$ cat src/rtl/axi_lite_pkg.sv
// rtl/axi_lite_pkg.sv - shared AXI4-Lite widths, types and response codes
package axi_lite_pkg;
  localparam int ADDR_WIDTH = 32;
  localparam int DATA_WIDTH = 32;

  typedef logic [ADDR_WIDTH-1:0]   addr_t;
  typedef logic [DATA_WIDTH-1:0]   data_t;
  typedef logic [DATA_WIDTH/8-1:0] strb_t;
  typedef logic [1:0]              resp_t;

  localparam resp_t RESP_OKAY   = 2'b00;
  localparam resp_t RESP_DECERR = 2'b11;
endpackage

$ cat src/rtl/axi_lite_if.sv
// rtl/axi_lite_if.sv - AXI4-Lite signal bundle with master/slave views
interface axi_lite_if;
  import axi_lite_pkg::*;

  addr_t awaddr;
  logic  awvalid;
  logic  awready;
  data_t wdata;
  strb_t wstrb;
  logic  wvalid;
  logic  wready;
  resp_t bresp;
  logic  bvalid;
  logic  bready;
  addr_t araddr;
  logic  arvalid;
  logic  arready;
  data_t rdata;
  resp_t rresp;
  logic  rvalid;
  logic  rready;

  modport master (
    output awaddr, awvalid, wdata, wstrb, wvalid, bready, araddr, arvalid, rready,
    input  awready, wready, bresp, bvalid, arready, rdata, rresp, rvalid
  );

  modport slave (
    input  awaddr, awvalid, wdata, wstrb, wvalid, bready, araddr, arvalid, rready,
    output awready, wready, bresp, bvalid, arready, rdata, rresp, rvalid
  );
endinterface

$ cat src/rtl/rr_arb2.sv
// rtl/rr_arb2.sv - combinational 2:1 round-robin pick
// The requester that did not complete last is preferred.
module rr_arb2 (
  input  logic [1:0] req_i,
  input  logic       last_i,
  output logic       gnt_valid_o,
  output logic       gnt_idx_o
);
  always_comb begin
    gnt_valid_o = |req_i;
    if (req_i[~last_i]) gnt_idx_o = ~last_i;
    else                gnt_idx_o = last_i;
  end
endmodule

$ cat src/rtl/axi_lite_arb2.sv
// rtl/axi_lite_arb2.sv - two-master AXI4-Lite arbiter, one transaction in flight
// Out-of-window requests are answered locally with DECERR and never reach m.
module axi_lite_arb2
  import axi_lite_pkg::*;
#(
  parameter addr_t BASE_ADDR = 32'h0000_0000,
  parameter addr_t WIN_BYTES = 32'h0000_2000
) (
  input  logic        aclk,
  input  logic        areset_n,
  axi_lite_if.slave   s0,
  axi_lite_if.slave   s1,
  axi_lite_if.master  m,
  output logic        grant_o,
  output logic        busy_o
);
  typedef enum logic [2:0] {
    ST_IDLE, ST_AR, ST_R, ST_AW, ST_W, ST_B, ST_ERR_R, ST_ERR_B
  } state_e;

  state_e     state_q, state_d;
  logic       grant_q, grant_d;
  logic       last_q, last_d;
  logic [1:0] ph_q, ph_d;

  logic [1:0] req;
  logic       win_valid, win_idx, w_rd, w_in_win;
  addr_t      w_addr;

  assign req = {s1.arvalid | s1.awvalid, s0.arvalid | s0.awvalid};

  rr_arb2 u_rr (
    .req_i       (req),
    .last_i      (last_q),
    .gnt_valid_o (win_valid),
    .gnt_idx_o   (win_idx)
  );

  assign w_rd     = win_idx ? s1.arvalid : s0.arvalid;
  assign w_addr   = w_rd ? (win_idx ? s1.araddr : s0.araddr)
                         : (win_idx ? s1.awaddr : s0.awaddr);
  assign w_in_win = (w_addr - BASE_ADDR) < WIN_BYTES;

  // Request side of the granted master
  addr_t g_araddr, g_awaddr;
  data_t g_wdata;
  strb_t g_wstrb;
  logic  g_arvalid, g_awvalid, g_wvalid, g_rready, g_bready;

  assign g_araddr  = grant_q ? s1.araddr  : s0.araddr;
  assign g_arvalid = grant_q ? s1.arvalid : s0.arvalid;
  assign g_awaddr  = grant_q ? s1.awaddr  : s0.awaddr;
  assign g_awvalid = grant_q ? s1.awvalid : s0.awvalid;
  assign g_wdata   = grant_q ? s1.wdata   : s0.wdata;
  assign g_wstrb   = grant_q ? s1.wstrb   : s0.wstrb;
  assign g_wvalid  = grant_q ? s1.wvalid  : s0.wvalid;
  assign g_rready  = grant_q ? s1.rready  : s0.rready;
  assign g_bready  = grant_q ? s1.bready  : s0.bready;

  logic  r_arready, r_awready, r_wready, r_rvalid, r_bvalid;
  data_t r_rdata;
  resp_t r_rresp, r_bresp;

  always_comb begin
    state_d   = state_q;
    grant_d   = grant_q;
    last_d    = last_q;
    ph_d      = ph_q;
    m.araddr  = '0;
    m.arvalid = 1'b0;
    m.rready  = 1'b0;
    m.awaddr  = '0;
    m.awvalid = 1'b0;
    m.wdata   = '0;
    m.wstrb   = '0;
    m.wvalid  = 1'b0;
    m.bready  = 1'b0;
    r_arready = 1'b0;
    r_awready = 1'b0;
    r_wready  = 1'b0;
    r_rvalid  = 1'b0;
    r_bvalid  = 1'b0;
    r_rdata   = '0;
    r_rresp   = RESP_OKAY;
    r_bresp   = RESP_OKAY;
    case (state_q)
      ST_IDLE: begin
        ph_d = 2'd0;
        if (win_valid) begin
          grant_d = win_idx;
          if (w_rd) state_d = w_in_win ? ST_AR : ST_ERR_R;
          else      state_d = w_in_win ? ST_AW : ST_ERR_B;
        end
      end
      ST_AR: begin
        m.araddr  = g_araddr;
        m.arvalid = g_arvalid;
        r_arready = m.arready;
        if (g_arvalid && m.arready) state_d = ST_R;
      end
      ST_R: begin
        m.rready = g_rready;
        r_rvalid = m.rvalid;
        r_rdata  = m.rdata;
        r_rresp  = m.rresp;
        if (m.rvalid && g_rready) begin
          last_d  = grant_q;
          state_d = ST_IDLE;
        end
      end
      ST_AW: begin
        m.awaddr  = g_awaddr;
        m.awvalid = g_awvalid;
        r_awready = m.awready;
        if (g_awvalid && m.awready) state_d = ST_W;
      end
      ST_W: begin
        m.wdata  = g_wdata;
        m.wstrb  = g_wstrb;
        m.wvalid = g_wvalid;
        r_wready = m.wready;
        if (g_wvalid && m.wready) state_d = ST_B;
      end
      ST_B: begin
        m.bready = g_bready;
        r_bvalid = m.bvalid;
        r_bresp  = m.bresp;
        if (m.bvalid && g_bready) begin
          last_d  = grant_q;
          state_d = ST_IDLE;
        end
      end
      ST_ERR_R: begin
        // ph 0: one-cycle address accept, ph 1: DECERR response
        if (ph_q == 2'd0) begin
          r_arready = 1'b1;
          ph_d      = 2'd1;
        end else begin
          r_rvalid = 1'b1;
          r_rresp  = RESP_DECERR;
          if (g_rready) begin
            last_d  = grant_q;
            state_d = ST_IDLE;
          end
        end
      end
      ST_ERR_B: begin
        if (ph_q == 2'd0) begin
          r_awready = 1'b1;
          ph_d      = 2'd1;
        end else if (ph_q == 2'd1) begin
          r_wready = g_wvalid;
          if (g_wvalid) ph_d = 2'd2;
        end else begin
          r_bvalid = 1'b1;
          r_bresp  = RESP_DECERR;
          if (g_bready) begin
            last_d  = grant_q;
            state_d = ST_IDLE;
          end
        end
      end
      default: state_d = ST_IDLE;
    endcase
  end

  always_ff @(posedge aclk) begin
    if (!areset_n) begin
      state_q <= ST_IDLE;
      grant_q <= 1'b0;
      last_q  <= 1'b1;
      ph_q    <= 2'd0;
    end else begin
      state_q <= state_d;
      grant_q <= grant_d;
      last_q  <= last_d;
      ph_q    <= ph_d;
    end
  end

  // Only the granted master sees responses; the other stalls on zeros
  logic sel0, sel1;
  assign sel0 = ~grant_q;
  assign sel1 = grant_q;

  assign s0.arready = sel0 & r_arready;
  assign s0.awready = sel0 & r_awready;
  assign s0.wready  = sel0 & r_wready;
  assign s0.rvalid  = sel0 & r_rvalid;
  assign s0.bvalid  = sel0 & r_bvalid;
  assign s0.rdata   = sel0 ? r_rdata : '0;
  assign s0.rresp   = sel0 ? r_rresp : RESP_OKAY;
  assign s0.bresp   = sel0 ? r_bresp : RESP_OKAY;

  assign s1.arready = sel1 & r_arready;
  assign s1.awready = sel1 & r_awready;
  assign s1.wready  = sel1 & r_wready;
  assign s1.rvalid  = sel1 & r_rvalid;
  assign s1.bvalid  = sel1 & r_bvalid;
  assign s1.rdata   = sel1 ? r_rdata : '0;
  assign s1.rresp   = sel1 ? r_rresp : RESP_OKAY;
  assign s1.bresp   = sel1 ? r_bresp : RESP_OKAY;

  assign grant_o = grant_q;
  assign busy_o  = (state_q != ST_IDLE);
endmodule

$ cat src/flat_wrapper.sv
// flat-port wrapper written by rule: the top's interface ports become plain ports
module axi_lite_arb2_flat import axi_lite_pkg::*;
#(
  parameter addr_t BASE_ADDR = 32'h0000_0000,
  parameter addr_t WIN_BYTES = 32'h0000_2000
)
  (aclk, areset_n, grant_o, busy_o, s0_awaddr, s0_awvalid, s0_wdata, s0_wstrb, s0_wvalid, s0_bready, s0_araddr, s0_arvalid, s0_rready, s0_awready, s0_wready, s0_bresp, s0_bvalid, s0_arready, s0_rdata, s0_rresp, s0_rvalid, s1_awaddr, s1_awvalid, s1_wdata, s1_wstrb, s1_wvalid, s1_bready, s1_araddr, s1_arvalid, s1_rready, s1_awready, s1_wready, s1_bresp, s1_bvalid, s1_arready, s1_rdata, s1_rresp, s1_rvalid, m_awaddr, m_awvalid, m_wdata, m_wstrb, m_wvalid, m_bready, m_araddr, m_arvalid, m_rready, m_awready, m_wready, m_bresp, m_bvalid, m_arready, m_rdata, m_rresp, m_rvalid);
  axi_lite_if s0_i ();
  axi_lite_if s1_i ();
  axi_lite_if m_i ();
  input  logic aclk;
  input  logic areset_n;
  output logic grant_o;
  output logic busy_o;
  input wire logic [$bits(s0_i.awaddr)-1:0] s0_awaddr;
  input wire logic [$bits(s0_i.awvalid)-1:0] s0_awvalid;
  input wire logic [$bits(s0_i.wdata)-1:0] s0_wdata;
  input wire logic [$bits(s0_i.wstrb)-1:0] s0_wstrb;
  input wire logic [$bits(s0_i.wvalid)-1:0] s0_wvalid;
  input wire logic [$bits(s0_i.bready)-1:0] s0_bready;
  input wire logic [$bits(s0_i.araddr)-1:0] s0_araddr;
  input wire logic [$bits(s0_i.arvalid)-1:0] s0_arvalid;
  input wire logic [$bits(s0_i.rready)-1:0] s0_rready;
  output wire logic [$bits(s0_i.awready)-1:0] s0_awready;
  output wire logic [$bits(s0_i.wready)-1:0] s0_wready;
  output wire logic [$bits(s0_i.bresp)-1:0] s0_bresp;
  output wire logic [$bits(s0_i.bvalid)-1:0] s0_bvalid;
  output wire logic [$bits(s0_i.arready)-1:0] s0_arready;
  output wire logic [$bits(s0_i.rdata)-1:0] s0_rdata;
  output wire logic [$bits(s0_i.rresp)-1:0] s0_rresp;
  output wire logic [$bits(s0_i.rvalid)-1:0] s0_rvalid;
  input wire logic [$bits(s1_i.awaddr)-1:0] s1_awaddr;
  input wire logic [$bits(s1_i.awvalid)-1:0] s1_awvalid;
  input wire logic [$bits(s1_i.wdata)-1:0] s1_wdata;
  input wire logic [$bits(s1_i.wstrb)-1:0] s1_wstrb;
  input wire logic [$bits(s1_i.wvalid)-1:0] s1_wvalid;
  input wire logic [$bits(s1_i.bready)-1:0] s1_bready;
  input wire logic [$bits(s1_i.araddr)-1:0] s1_araddr;
  input wire logic [$bits(s1_i.arvalid)-1:0] s1_arvalid;
  input wire logic [$bits(s1_i.rready)-1:0] s1_rready;
  output wire logic [$bits(s1_i.awready)-1:0] s1_awready;
  output wire logic [$bits(s1_i.wready)-1:0] s1_wready;
  output wire logic [$bits(s1_i.bresp)-1:0] s1_bresp;
  output wire logic [$bits(s1_i.bvalid)-1:0] s1_bvalid;
  output wire logic [$bits(s1_i.arready)-1:0] s1_arready;
  output wire logic [$bits(s1_i.rdata)-1:0] s1_rdata;
  output wire logic [$bits(s1_i.rresp)-1:0] s1_rresp;
  output wire logic [$bits(s1_i.rvalid)-1:0] s1_rvalid;
  output wire logic [$bits(m_i.awaddr)-1:0] m_awaddr;
  output wire logic [$bits(m_i.awvalid)-1:0] m_awvalid;
  output wire logic [$bits(m_i.wdata)-1:0] m_wdata;
  output wire logic [$bits(m_i.wstrb)-1:0] m_wstrb;
  output wire logic [$bits(m_i.wvalid)-1:0] m_wvalid;
  output wire logic [$bits(m_i.bready)-1:0] m_bready;
  output wire logic [$bits(m_i.araddr)-1:0] m_araddr;
  output wire logic [$bits(m_i.arvalid)-1:0] m_arvalid;
  output wire logic [$bits(m_i.rready)-1:0] m_rready;
  input wire logic [$bits(m_i.awready)-1:0] m_awready;
  input wire logic [$bits(m_i.wready)-1:0] m_wready;
  input wire logic [$bits(m_i.bresp)-1:0] m_bresp;
  input wire logic [$bits(m_i.bvalid)-1:0] m_bvalid;
  input wire logic [$bits(m_i.arready)-1:0] m_arready;
  input wire logic [$bits(m_i.rdata)-1:0] m_rdata;
  input wire logic [$bits(m_i.rresp)-1:0] m_rresp;
  input wire logic [$bits(m_i.rvalid)-1:0] m_rvalid;
  assign s0_i.awaddr = s0_awaddr;
  assign s0_i.awvalid = s0_awvalid;
  assign s0_i.wdata = s0_wdata;
  assign s0_i.wstrb = s0_wstrb;
  assign s0_i.wvalid = s0_wvalid;
  assign s0_i.bready = s0_bready;
  assign s0_i.araddr = s0_araddr;
  assign s0_i.arvalid = s0_arvalid;
  assign s0_i.rready = s0_rready;
  assign s0_awready = s0_i.awready;
  assign s0_wready = s0_i.wready;
  assign s0_bresp = s0_i.bresp;
  assign s0_bvalid = s0_i.bvalid;
  assign s0_arready = s0_i.arready;
  assign s0_rdata = s0_i.rdata;
  assign s0_rresp = s0_i.rresp;
  assign s0_rvalid = s0_i.rvalid;
  assign s1_i.awaddr = s1_awaddr;
  assign s1_i.awvalid = s1_awvalid;
  assign s1_i.wdata = s1_wdata;
  assign s1_i.wstrb = s1_wstrb;
  assign s1_i.wvalid = s1_wvalid;
  assign s1_i.bready = s1_bready;
  assign s1_i.araddr = s1_araddr;
  assign s1_i.arvalid = s1_arvalid;
  assign s1_i.rready = s1_rready;
  assign s1_awready = s1_i.awready;
  assign s1_wready = s1_i.wready;
  assign s1_bresp = s1_i.bresp;
  assign s1_bvalid = s1_i.bvalid;
  assign s1_arready = s1_i.arready;
  assign s1_rdata = s1_i.rdata;
  assign s1_rresp = s1_i.rresp;
  assign s1_rvalid = s1_i.rvalid;
  assign m_awaddr = m_i.awaddr;
  assign m_awvalid = m_i.awvalid;
  assign m_wdata = m_i.wdata;
  assign m_wstrb = m_i.wstrb;
  assign m_wvalid = m_i.wvalid;
  assign m_bready = m_i.bready;
  assign m_araddr = m_i.araddr;
  assign m_arvalid = m_i.arvalid;
  assign m_rready = m_i.rready;
  assign m_i.awready = m_awready;
  assign m_i.wready = m_wready;
  assign m_i.bresp = m_bresp;
  assign m_i.bvalid = m_bvalid;
  assign m_i.arready = m_arready;
  assign m_i.rdata = m_rdata;
  assign m_i.rresp = m_rresp;
  assign m_i.rvalid = m_rvalid;
  axi_lite_arb2 #(.BASE_ADDR(BASE_ADDR), .WIN_BYTES(WIN_BYTES)) u_core (.aclk(aclk), .areset_n(areset_n), .s0(s0_i), .s1(s1_i), .m(m_i), .grant_o(grant_o), .busy_o(busy_o));
endmodule
$ cat config.mk
export PLATFORM = sky130hd
export DESIGN_NAME = axi_lite_arb2_flat
export DESIGN_NICKNAME = d
export VERILOG_FILES = /design/src/rtl/axi_lite_pkg.sv /design/src/rtl/axi_lite_if.sv /design/src/rtl/rr_arb2.sv /design/src/rtl/axi_lite_arb2.sv /design/src/flat_wrapper.sv
export SDC_FILE = /design/constraint.sdc
export NUM_CORES = 1
export LEC_CHECK = 0
export BUFFER_PORTS_ARGS = -buffer_cell sky130_fd_sc_hd__buf_4
export CORE_AREA = 2 2 174 176
export CTS_CLUSTER_DIAMETER = 50
export CTS_CLUSTER_SIZE = 30
export DETAILED_ROUTE_END_ITERATION = 10
export DIE_AREA = 0 0 176 178
export MAX_ROUTING_LAYER = met4
export PLACE_DENSITY = 0.47
export SYNTH_ARGS = -nofsm -noshare
export SYNTH_HDL_FRONTEND = slang
export SYNTH_HIERARCHICAL = 1
export SYNTH_SLANG_ARGS = --single-unit
$ cat constraint.sdc
create_clock -name aclk -period 2.07 [get_ports aclk]
set_input_delay 0.207 -clock aclk [delete_from_list [all_inputs] [get_ports aclk]]
set_output_delay 0.207 -clock aclk [all_outputs]
set_load 0.01 [all_outputs]
; After elaboration in Yosys (flattened, before gate mapping)
; Index checks and enable logic that the tools add are counted.
; W data, S select, Z words.
[totals]
romBits = 0
n_memories = 0
mem_bits_rw = 0
elab_cells = 133
output_inout_bits = 189
latch_bits = 0
ff_bits = 7
[op_classes]
addsub = 0
shift = 0
magnitude_cmp = 2
n_mux = 76
multipliers = 0
reduce_logical = 15
bitwise_logic = 14
eq_ne = 22
div_mod_pow = 0
[ops]
columns = cell, n
row1 = $mux W32, 12
row2 = $mux W3, 14
row3 = $lt A32 B14 Y1 const B, 1
row4 = $mux W1, 27
row5 = $pmux W3 S8, 1
row6 = $mux W2, 11
row7 = $ne A2 B1 Y1 const B, 8
row8 = $eq A3 B3 Y1 const B, 4
row9 = $reduce_and A11 Y1, 1
row10 = $and A1 B1 Y1, 10
row11 = $pmux W1 S2, 5
row12 = $mux W4, 2
row13 = $ne A2 B2 Y1 const B, 4
row14 = $pmux W2 S2, 2
row15 = $reduce_and A8 Y1, 1
row16 = $eq A3 B2 Y1 const B, 2
row17 = $ne A3 B1 Y1 const B, 2
row18 = $pmux W2 S3, 1
row19 = $reduce_bool A3 Y1, 2
row20 = $logic_and A1 B1 Y1, 5
row21 = $pmux W1 S4, 1
row22 = $reduce_and A4 Y1, 1
row23 = $reduce_bool A4 Y1, 1
row24 = $eq A3 B1 Y1 const B, 1
row25 = 8 further kinds, 10

; Logic depth before layout (Yosys ltp)
; Gate-level depths: netlist of run 1.
[depth]
depth_word = 11
ltp_mapped = 9

; Hierarchy
; Netlist of run 1, hierarchy kept.
[modules_own_cells]
columns = mod, seq_area_each_um2, area_per_inst_um2, n_inst, cells_each
row1 = axi_lite_arb2, 140.1, 2954.1, 1, 452
row2 = rr_arb2, 0.0, 15.0, 1, 3

; Worst setup path before layout of run 1
; No wires, ideal clock.
[synth_path]
path_kind = in2reg
startpoint = input port s0_arvalid
endpoint = register u_core.state_q[0]
setup_time_ns = 0.118
path_buffers = 1
stages = 8
t_required_ns = 1.952
t_arrival_ns = 2.158
slack_ns = -0.206
cell_sequence = buf_2 or2_2 a21oi_1 mux2i_1 mux4_2 o21ai_1 nor3b_1 o21ai_1
[synth_via]
elab_chain_cells = 11
elab_cells_between_ends = 19
classes_between = 1 x order compare / 2 x eq/ne / 12 x mux / 1 x bitwise / 3 x reduce/logical
[synth_rtl]
columns = element, line
row1 = from (decl), flat_wrapper.sv:22  ; input wire logic [$bits(s0_i.arvalid)-1:0] s0_arvalid;
row2 = $or A1 B1 Y1 *, axi_lite_arb2.sv:30  ; assign req = {s1.arvalid | s1.awvalid, s0.arvalid | s0.awvalid};
row3 = via u_core.req[0], axi_lite_arb2.sv:26  ; logic [1:0] req;
row4 = $mux W1 (not written as such) * (2 in a row), rr_arb2.sv:11  ; if (req_i[~last_i]) gnt_idx_o = ~last_i;
row5 = $mux W1 *, rr_arb2.sv:11
row6 = via u_core.win_idx, axi_lite_arb2.sv:27  ; logic win_valid, win_idx, w_rd, w_in_win;
row7 = $mux W32 (tied with other cells), axi_lite_arb2.sv:41  ; : (win_idx ? s1.awaddr : s0.awaddr);
row8 = $mux W32, axi_lite_arb2.sv:40  ; assign w_addr = w_rd ? (win_idx ? s1.araddr : s0.araddr)
row9 = $lt A32 B14 Y1, axi_lite_arb2.sv:42  ; assign w_in_win = (w_addr - BASE_ADDR) < WIN_BYTES;
row10 = $mux W3, axi_lite_arb2.sv:91  ; if (w_rd) state_d = w_in_win ? ST_AR : ST_ERR_R;
row11 = $mux W3 *, axi_lite_arb2.sv:91
row12 = $mux W3 *, axi_lite_arb2.sv:89  ; if (win_valid) begin
row13 = $pmux W3 S8 *, axi_lite_arb2.sv:86  ; case (state_q)
row14 = to (signal assigned), axi_lite_arb2.sv:174  ; state_q <= state_d;
row15 = to (decl), axi_lite_arb2.sv:21  ; state_e state_q, state_d;
; The timed path passes the listed nets; every way through them passes the cells marked *. The select of a mux whose other input is x is not followed.
; A chain may end at the register's enable or synchronous reset.

; Worst setup path in the final report of run 1
[layout_path]
startpoint = register u_core.state_q[2]
endpoint = output port m_wstrb[0]
[layout_via]
elab_chain_cells = 2
[layout_rtl]
columns = element, line
row1 = $eq A3 B3 Y1, axi_lite_arb2.sv:86
row2 = $mux W4, axi_lite_arb2.sv:86
row3 = to (decl), flat_wrapper.sv:52  ; output wire logic [$bits(m_i.wstrb)-1:0] m_wstrb;
; Every way passes these cells.

==> results of run 1 <==
[worst max-delay path by stage]
stage                                         startpoint                        endpoint  slack, ns  depth (start not counted)
after CTS                 u_core/state_q[0]$_SDFFE_PN0P_                     s1_rdata[1]      0.001                          6
after detailed placement                   s0_araddr[27]  u_core/state_q[1]$_SDFFE_PN0P_      -0.28                          9
final                     u_core/state_q[2]$_SDFFE_PN0P_                      m_wstrb[0]       0.12                          4
after global routing                       s0_araddr[27]  u_core/state_q[1]$_SDFFE_PN0P_     -0.007                          9
after floorplan                               s1_arvalid  u_core/state_q[0]$_SDFFE_PN0P_      0.004                          9
after global placement                     s0_araddr[27]  u_core/state_q[0]$_SDFFE_PN0P_      -0.41                          9
[metal layers]
| metal | up-vias | track usage (%) |
|---|---|---|
| met5 | - | - |
| li1 | 2430 | - |
| met4 | 0 | 2.169 |
| met3 | 11 | 2.131 |
| met1 | 2224 | 12.62 |
| met2 | 285 | 21.69 |
[sequential cells by signal, summed over array words and instances, names as in the netlist]
name / flops
u_core/grant_o: 1
u_core/ph_q: 2
u_core/state_q: 3
u_core/last_q: 1
[kinds of logic (layout without fill, tap and decap cells)]
kind of cell           after synthesis  after routing  synth area share, %
AND/OR/NAND/NOR                    258            258                43.28
multiplexers                       111            111                37.88
buffers and inverters               46            476                6.405
AO/OA/AOI/OAI                       33             33                7.712
flip-flops                           7              7                4.720
other                                0              1                    0
[where the power goes]
group / internal, µW / switching, µW
Combinational: 1970 / 2000
Sequential: 190 / 97.8
Clock: 257 / 78.0
[layout by cell type (no fill, tap or decap), drive strengths merged]
cell type / instances
a2111oi: 2
a211oi: 1
a21boi: 1
a21oi: 8
and2: 65
and3: 1
and3b: 1
and4: 1
and4b: 1
buf: 466
clkbuf: 4
dfxtp: 7
diode: 1
inv: 6
mux2: 1
mux2i: 109
mux4: 1
nand2: 7
nand2b: 3
nand3: 9
nand3b: 1
nand4: 1
nand4b: 2
nor2: 124
nor2b: 3
nor3: 16
nor3b: 4
nor4: 12
nor4b: 2
o211a: 1
o211ai: 1
o21a: 1
o21ai: 13
o21ba: 1
o221a: 1
o311ai: 1
o41ai: 2
or2: 3
or3b: 2
[area by class of cell]
type | count | area, µm² | area share [%]
sequential | 7 | 146.4 | 2.091
antenna | 1 | 2.502 | 0.03574
tap | 390 | 488.0 | 6.969
multi-input combinational | 402 | 2720 | 38.85
timing repair buffer | 466 | 3543 | 50.61
inverter | 6 | 22.52 | 0.3217
clock buffer | 4 | 78.83 | 1.126
[metrics by stage]
step | cells | power [µW] | hold WS [ns]
after floorplan | 455 | 2354 | 0.5009
after global placement | 1271 | 4258 | 0.4876
after detailed placement | 1271 | 4243 | 0.4854
after CTS | 1275 | 4606 | 0.2470
after global routing | 1276 | 4941 | 0.2675
final | 1276 | 4600 | 0.2434
[timing repair]
| item | 4_1_cts | 5_1_grt |
|---|---|---|
| setup endpoints to repair | 4 | 96 |
| pin swaps | 1 | 1 |
| resized for setup | 4 | 8 |
| cloned | 0 | 0 |
==> flow_summary.json, run 1 <==
{
  "clockBufferDepth": 2,
  "synth-edff-count": 0,
  "initialDrtViolationCount": 142,
  "hpwlAfterDp_um": 16550,
  "yosys_warnings": 6,
  "fin_setup_tns_ns": 0,
  "slowest_delay_ns": 0.40,
  "drc": 0,
  "critPathMaxFanout": 37,
  "path_cells": "or3b_1 -> buf_4 -> nor2_1 -> buf_4",
  "layout-drive-gt1-share_pct": 55.48,
  "cts_root_buf": "clkbuf_16",
  "top_layer": "met4",
  "period_share_pct": 94.03,
  "min_period_ns": 1.946,
  "synth_area_leader_cell": "mux2i_1",
  "cts_buffers": 3,
  "routed_via_density": 3.879,
  "maxCapViolCount": 0,
  "final_core_util_pct": 23.81,
  "min_from": "areset_n",
  "place_congestion": 0.8130,
  "crit_required_ns": 1.86,
  "worst-r2r-setup-slack_ns": 0.16,
  "cp-end-kind": "output port",
  "grt_pass1_vias": 4956,
  "cts_max_level": 1,
  "async_reset_ff_share_pct": 0,
  "arrival_ns": 1.74,
  "relSlewSlack_pct": 63.28,
  "grt-ovfl-total": 0,
  "ant_nets": 0,
  "r2r_cells": 7,
  "start_kind": "flip-flop",
  "hold_path.class": "in -> reg",
  "die_area_um2": 31330,
  "power_leakage_uw": 0.003355,
  "status": "finished clean",
  "cts.sinks": 7,
  "synth-seq-cells": 7,
  "power_density_nw_per_um2": 657.0,
  "critPathKind": "reg -> out",
  "areaGrowthSynthToFinish_pct": 135.8,
  "grt_usage_pct": 11.49,
  "grt_max_degree": 67,
  "io_buffers": 441,
  "netlist.area_leader.share_pct": 36.75,
  "row_count": 63,
  "synth.net_count": 708,
  "clkLatencyLatePin_ns": 0.23,
  "yosysMostFrequentCell": "nor2_1",
  "peakVddDrop_v": 0.0002977,
  "hold_buffers": 0,
  "crit_buf_inv": 2,
  "start_util_pct": 10.10,
  "nNetsFinal": 1139,
  "clk_pin_slew_ns": 0.04,
  "die_w_um": 176,
  "max_freq_mhz": 513.8,
  "cp_top_family": "simple AND/OR/NAND/NOR gates",
  "pre_cts_ws_ns": -0.2756,
  "core_um2": 29400,
  "worstMarginPinSlew_ns": 0.5457,
  "grt_pass1_wl_um": 27170,
  "slew_viol_final": 0,
  "n_fill_cell": 3274,
  "wl_met3_um": 1641,
  "finalSetupViolCount": 0,
  "holdPathStages": 2,
  "fin_area_um2": 7002,
  "cp_common_cell": "buf_4",
  "m1WireLength_um": 7425,
  "drt_pass1_iterations": 4,
  "die_y_um": 178,
  "wl_um": 19240,
  "avgSynthCellArea_um2": 6.525,
  "synth_ff_type": "dfxtp_1",
  "finalWorstSetupSlack_ns": 0.1235,
  "wire_per_inst_um": 15.08,
  "yosys-top-cells-area": "mux2i_1 (37%), nor2_1 (16%), and2_1 (14%)",
  "synth_commonest_cells": "nor2_1 (124), mux2i_1 (109), and2_1 (65)",
  "seq_area_frac_synth_pct": 4.720,
  "vias": 4950,
  "syn-cell-area_um2": 2969,
  "fin_worst_skew_ns": 0.0004670,
  "r2r-start": "u_core/last_q$_SDFFE_PN1P_",
  "placed_area_um2": 6873,
  "reg2reg_to": "u_core/state_q[0]$_SDFFE_PN0P_",
  "postCtsSetupBuffers": 0,
  "synth_cell_types": 44,
  "dr_wl_met2_um": 9994,
  "cts_tree": "yes",
  "ios": 442,
  "whs_endpoint": "u_core/last_q$_SDFFE_PN1P_",
  "synthCells": 455,
  "hold_viol_final": 0,
  "cp_slowest_cell": "dfxtp_2",
  "antenna_found_initial": 1
}
Note: power is estimated with default switching activity, not from simulation.
==> run 2, diff against run 1 <==
--- a/config.mk
+++ b/config.mk
@@ -6,13 +6,15 @@
 export NUM_CORES = 1
 export LEC_CHECK = 0
 export BUFFER_PORTS_ARGS = -buffer_cell sky130_fd_sc_hd__buf_4
-export CORE_AREA = 2 2 174 176
+export CELL_PAD_IN_SITES_DETAIL_PLACEMENT = 1
+export CELL_PAD_IN_SITES_GLOBAL_PLACEMENT = 1
+export CORE_AREA = 2 2 171 173
 export CTS_CLUSTER_DIAMETER = 50
 export CTS_CLUSTER_SIZE = 30
 export DETAILED_ROUTE_END_ITERATION = 10
-export DIE_AREA = 0 0 176 178
+export DIE_AREA = 0 0 173 175
 export MAX_ROUTING_LAYER = met4
-export PLACE_DENSITY = 0.47
+export PLACE_DENSITY = 0.68
 export SYNTH_ARGS = -nofsm -noshare
 export SYNTH_HDL_FRONTEND = slang
 export SYNTH_HIERARCHICAL = 1
==> run 2 against run 1 <==
Non-clock buffer count unchanged. Sequential cell count unchanged. Clock-buffer cell count down 1. First-iteration DRC count down 50%.
==> flow_summary.json, run 2 (synthesis gave the netlist of run 1 again) <==
{
  "status": "finished clean",
  "crit_required_ns": 1.86,
  "critPathKind": "reg -> out",
  "min_from": "areset_n",
  "grt_pass1_wl_um": 31800,
  "cts_tree": "yes",
  "fin_area_um2": 6979,
  "switching_share_pct": 48.09,
  "grt_pass1_vias": 5407,
  "p_sw_uw": 2236,
  "row_count": 62,
  "r2r-start": "u_core/last_q$_SDFFE_PN1P_",
  "io_buffers": 441,
  "cp-startpoint": "u_core/grant_o$_SDFFE_PN0P_",
  "grt_setup_unrepaired": "no",
  "power_density_nw_per_um2": 666.2,
  "hold_viol_final": 0,
  "slew_viol_final": 0,
  "ios": 442,
  "power.internal_uw": 2414,
  "top_register": "u_core/state_q",
  "cts_root_buf": "clkbuf_16",
  "register_area_um2": 146.4,
  "clk_pin_slew_ns": 0.04,
  "grt_usage_pct": 13.83,
  "largest_reg_flops": 3,
  "largestRegisters": "u_core/state_q: 3 flops, u_core/ph_q: 2 flops",
  "wire_per_inst_um": 17.18,
  "drt_pass1_iterations": 4,
  "hold_path.class": "in -> reg",
  "layout-drive-gt1-share_pct": 55.14,
  "clockBufferDepth": 2,
  "placed_area_um2": 6878,
  "ant_nets": 0,
  "postCtsSetupBuffers": 0,
  "power_leakage_uw": 0.003343,
  "clockPowerShare_pct": 7.3,
  "nNetsFinal": 1139,
  "period_share_pct": 95.83,
  "peakVddDrop_v": 0.0003303,
  "cp-end-kind": "output port",
  "relSlewSlack_pct": 60.68,
  "min_period_ns": 1.984,
  "drc": 0,
  "die_y_um": 175,
  "hpwlAfterDp_um": 19240,
  "finalSetupViolCount": 0,
  "final_common_cell": "buf_4",
  "r2r_cells": 7,
  "antenna_found_initial": 3,
  "cp-endpoint": "m_araddr[0]",
  "routed_via_density": 3.985,
  "layout_common_cells": "buf_4 (460), nor2_1 (123), mux2i_1 (108)",
  "cts_buffers": 3,
  "seqPwrFrac_pct": 5.7,
  "fin_worst_skew_ns": 0.001844,
  "vias": 5069,
  "core_um2": 28390,
  "grt_max_degree": 49,
  "start_util_pct": 10.46,
  "final_cell_count_no_fill": 1272,
  "worst-r2r-setup-slack_ns": 0.11,
  "max_freq_mhz": 504.1,
  "arrival_ns": 1.78,
  "initialDrtViolationCount": 71,
  "worstMarginPinSlew_ns": 0.5844,
  "cts.sinks": 7,
  "die_area_um2": 30280,
  "start_kind": "flip-flop",
  "wl_um": 21860,
  "power_uw": 4650,
  "maxCapViolCount": 0,
  "p_comb_share_pct": 87.0,
  "n_fill_cell": 3553,
  "multi_input_area_um2": 2686,
  "placed_cells": 1265,
  "critPathMaxFanout": 48,
  "clkLatencyLatePin_ns": 0.24,
  "final_core_util_pct": 24.58,
  "place_congestion": 0.8131,
  "cts_max_level": 1,
  "areaGrowthSynthToFinish_pct": 135.1,
  "die_w_um": 173,
  "grt-ovfl-total": 0,
  "reg2reg_to": "u_core/state_q[0]$_SDFFE_PN0P_"
}
-- run 2: changes by cell type in the layout (fill, tap and decap cells not counted) --
cell and change:
nand2b_4 -1, buf_4 -1, nor3_2 +1, nor3_4 -1, o41ai_1 +2, buf_12 +1, nor3b_1 +1, clkinv_2 +1
clkbuf_1 -1, nor3b_2 -1, nand2b_1 +1, o41ai_2 -2, diode_2 +2
-- run 2: power groups by stage --
stage | combinational [µW] | clock (µW) | sequential (µW)
finish | 4050 | 338 | 267
floorplan | 2130 | 0 | 219
global placement | 4030 | 0 | 263
CTS | 4100 | 341 | 268
global route | 4380 | 348 | 278
detailed placement | 4080 | 0 | 266
-- run 2: critical path, cell delays in order (launching register included) --
cell and delay (ns):
dfxtp_4 0.38, buf_12 0.17, buf_12 0.30, mux2i_1 0.40, nor2_1 0.07, buf_4 0.15
-- run 2: worst min-delay path by stage --
stage	endpoint	slack [ns]	cells past startpoint
final	u_core/last_q$_SDFFE_PN1P_	0.24	2
after global routing	u_core/last_q$_SDFFE_PN1P_	0.26	2
after CTS	u_core/last_q$_SDFFE_PN1P_	0.24	2
after detailed placement	u_core/last_q$_SDFFE_PN1P_	0.48	2
after global placement	u_core/last_q$_SDFFE_PN1P_	0.48	2
after floorplan	u_core/last_q$_SDFFE_PN1P_	0.50	2
-- run 2: per-layer routing --
layer	vias up	routed length [µm]	track usage [%]
li1	2428	-	-
met3	16	1860	3.829
met5	-	0	-
met2	285	11160	25.33
met4	0	280	2.542
met1	2340	8558	15.00
-- run 2: area by class of cell --
type | instances | share of cell area [%]
Tap cell | 384 | 6.884
Timing Repair Buffer | 466 | 50.95
Antenna cell | 3 | 0.1076
Sequential cell | 7 | 2.098
Clock inverter | 1 | 0.07171
Inverter | 6 | 0.3227
Clock buffer | 3 | 1.076
Multi-Input combinational cell | 402 | 38.49
-- run 2: repair_timing --
action | CTS | global route
hold endpoints to repair | 0 | 0
setup endpoints to repair | 12 | 67
resized for setup | 2 | 4
gates cloned | 0 | 0
hold buffers | 0 | 0
-- run 2: metrics by stage --
step,setup TNS (ns),worst slack [ns],hold WS [ns]
after floorplan,0,0.003527,0.5009
after global placement,-0.4891,-0.1737,0.4838
after detailed placement,-0.4714,-0.1878,0.4843
after CTS,-0.0002740,-0.0002740,0.2389
after global routing,0,0.005683,0.2584
final,0,0.08625,0.2426
==> run 3, diff against run 2 <==
--- a/config.mk
+++ b/config.mk
@@ -14,7 +14,7 @@
 export DETAILED_ROUTE_END_ITERATION = 10
 export DIE_AREA = 0 0 173 175
 export MAX_ROUTING_LAYER = met4
-export PLACE_DENSITY = 0.68
+export PLACE_DENSITY = 0.66
 export SYNTH_ARGS = -nofsm -noshare
 export SYNTH_HDL_FRONTEND = slang
 export SYNTH_HIERARCHICAL = 1
==> constraint.sdc (replaced) <==
create_clock -name aclk -period 2.51 [get_ports aclk]
set_input_delay 0.251 -clock aclk [delete_from_list [all_inputs] [get_ports aclk]]
set_output_delay 0.251 -clock aclk [all_outputs]
set_load 0.01 [all_outputs]
==> run 3 against run 2 <==
Clock-buffer cell count unchanged. Non-clock buffer count is 8 lower. Worst setup slack improved by 0.19 ns. Via count fell by 1.7%. Clock power is 18% lower. Cell count down 0.79%. Routed wire length is 1.8% lower.
==> flow_summary.json, run 3 (synthesis gave the netlist of run 1 again) <==
{
  "drt_pass1_iterations": 4,
  "cts.sinks": 7,
  "clk_pin_slew_ns": 0.04,
  "die_area_um2": 30280,
  "cp_top_family": "simple AND/OR/NAND/NOR gates",
  "vias": 4985,
  "grt_usage_pct": 13.67,
  "row_count": 62,
  "cts_max_level": 1,
  "io_buffers": 441,
  "hold_path.class": "in -> reg",
  "core_um2": 28390,
  "layout-drive-gt1-share_pct": 53.93,
  "finalSetupViolCount": 0,
  "relSlewSlack_pct": 48.89,
  "top_register": "u_core/state_q",
  "maxCapViolCount": 0,
  "arrival_ns": 1.98,
  "start_kind": "flip-flop",
  "areaGrowthSynthToFinish_pct": 130.8,
  "final_common_cell": "buf_4",
  "power_density_nw_per_um2": 549.2,
  "antenna_found_initial": 1,
  "clockBufferDepth": 2,
  "slew_viol_final": 0,
  "power.internal_uw": 1938,
  "die_w_um": 173,
  "power_leakage_uw": 0.003295,
  "hold_buffers": 0,
  "cts_resized": 0,
  "p_sw_uw": 1826,
  "slowest_delay_ns": 0.84,
  "grt_max_degree": 52,
  "wl_um": 21460,
  "clockPowerShare_pct": 7.4,
  "n_fill_cell": 3527,
  "postCtsSetupBuffers": 0,
  "start_util_pct": 10.46,
  "die_y_um": 175,
  "max_freq_mhz": 448.0,
  "grt_pass1_vias": 5361,
  "multi_input_area_um2": 2649,
  "path_cells": "or3b_2 -> nor2_1 -> buf_4",
  "drc": 0,
  "peakVddDrop_v": 0.0002960,
  "cp-end-kind": "output port",
  "largest_reg_flops": 3,
  "grt_setup_unrepaired": "no",
  "period_share_pct": 88.92,
  "ant_nets": 0,
  "initialDrtViolationCount": 117,
  "critPathMaxFanout": 33,
  "cts_buffers": 3,
  "hold_viol_final": 0,
  "ios": 442,
  "pre_cts_ws_ns": 0.1765,
  "wire_per_inst_um": 17.01,
  "fin_worst_skew_ns": 0.003412,
  "grt-ovfl-total": 0,
  "nNetsFinal": 1131,
  "clkLatencyLatePin_ns": 0.23,
  "finalWorstSetupSlack_ns": 0.2780,
  "largestRegisters": "u_core/state_q: 3 flops, u_core/ph_q: 2 flops",
  "crit_buf_inv": 1,
  "p_comb_share_pct": 86.4,
  "register_area_um2": 143.9,
  "switching_share_pct": 48.52,
  "seqPwrFrac_pct": 6.3,
  "crit_required_ns": 2.26,
  "min_period_ns": 2.232,
  "hpwlAfterDp_um": 18670,
  "place_congestion": 0.7848,
  "status": "finished clean",
  "critPathKind": "reg -> out",
  "cp_slowest_cell": "or3b_2",
  "fin_setup_tns_ns": 0,
  "routed_via_density": 3.950,
  "worstMarginPinSlew_ns": 0.7666,
  "grt_pass1_wl_um": 31570,
  "layout_common_cells": "buf_4 (455), nor2_1 (124), mux2i_1 (109)",
  "cts_tree": "yes",
  "cts_root_buf": "clkbuf_16"
}
## run 3: cell types whose count changed in the layout (fill, tap and decap cells not counted), sizes merged
cell / delta
buf: -8
diode: -2
## run 3: path summary, 6_finish.rpt
check,slack [ns],endpoint,cells after the start,startpoint
setup / recovery,0.28,m_arvalid,3,u_core/state_q[1]$_SDFFE_PN0P_
hold / removal,0.30,u_core/last_q$_SDFFE_PN1P_,2,areset_n
setup reg to reg,0.49,u_core/state_q[0]$_SDFFE_PN0P_,7,u_core/last_q$_SDFFE_PN1P_
hold reg to reg,0.54,u_core/last_q$_SDFFE_PN1P_,2,u_core/last_q$_SDFFE_PN1P_
## run 3: layer usage
metal	vias up	GRT usage (%)	share of wire [%]
met3	14	2.872	7.0
met4	0	2.401	1.1
met5	-	-	0
met1	2286	15.35	40
met2	276	25.12	52
li1	2409	-	-
## run 3: power by group through the flow
stage | Sequential [µW] | Combinational [µW] | Clock [µW]
2_1_floorplan | 174 | 1750 | 0
3_3_place_gp | 238 | 3280 | 0
3_5_place_dp | 239 | 3300 | 0
4_1_cts | 238 | 3310 | 281
5_1_grt | 250 | 3540 | 289
6_report | 235 | 3250 | 278
## run 3: stage by stage
step                utilization (%)  hold WS (ns)  total power (µW)  std cells  cell area (µm²)
CTS                           24.13        0.3143              3833       1261             6852
floorplan                         -        0.4752              1919        455             2969
finish                        24.14        0.3035              3764       1262             6854
global route                  24.14        0.3172              4083       1262             6854
global placement              23.85        0.5000              3513       1257             6771
detailed placement            23.85        0.5301              3540       1257             6771
## run 3: final cells by class
| class | count | share of cell area (%) |
|---|---|---|
| Clock buffer | 3 | 1.095 |
| Multi-Input combinational cell | 402 | 38.65 |
| Inverter | 6 | 0.3286 |
| Antenna cell | 1 | 0.03651 |
| Clock inverter | 1 | 0.07302 |
| Sequential cell | 7 | 2.099 |
| Timing Repair Buffer | 458 | 50.71 |
| Tap cell | 384 | 7.010 |
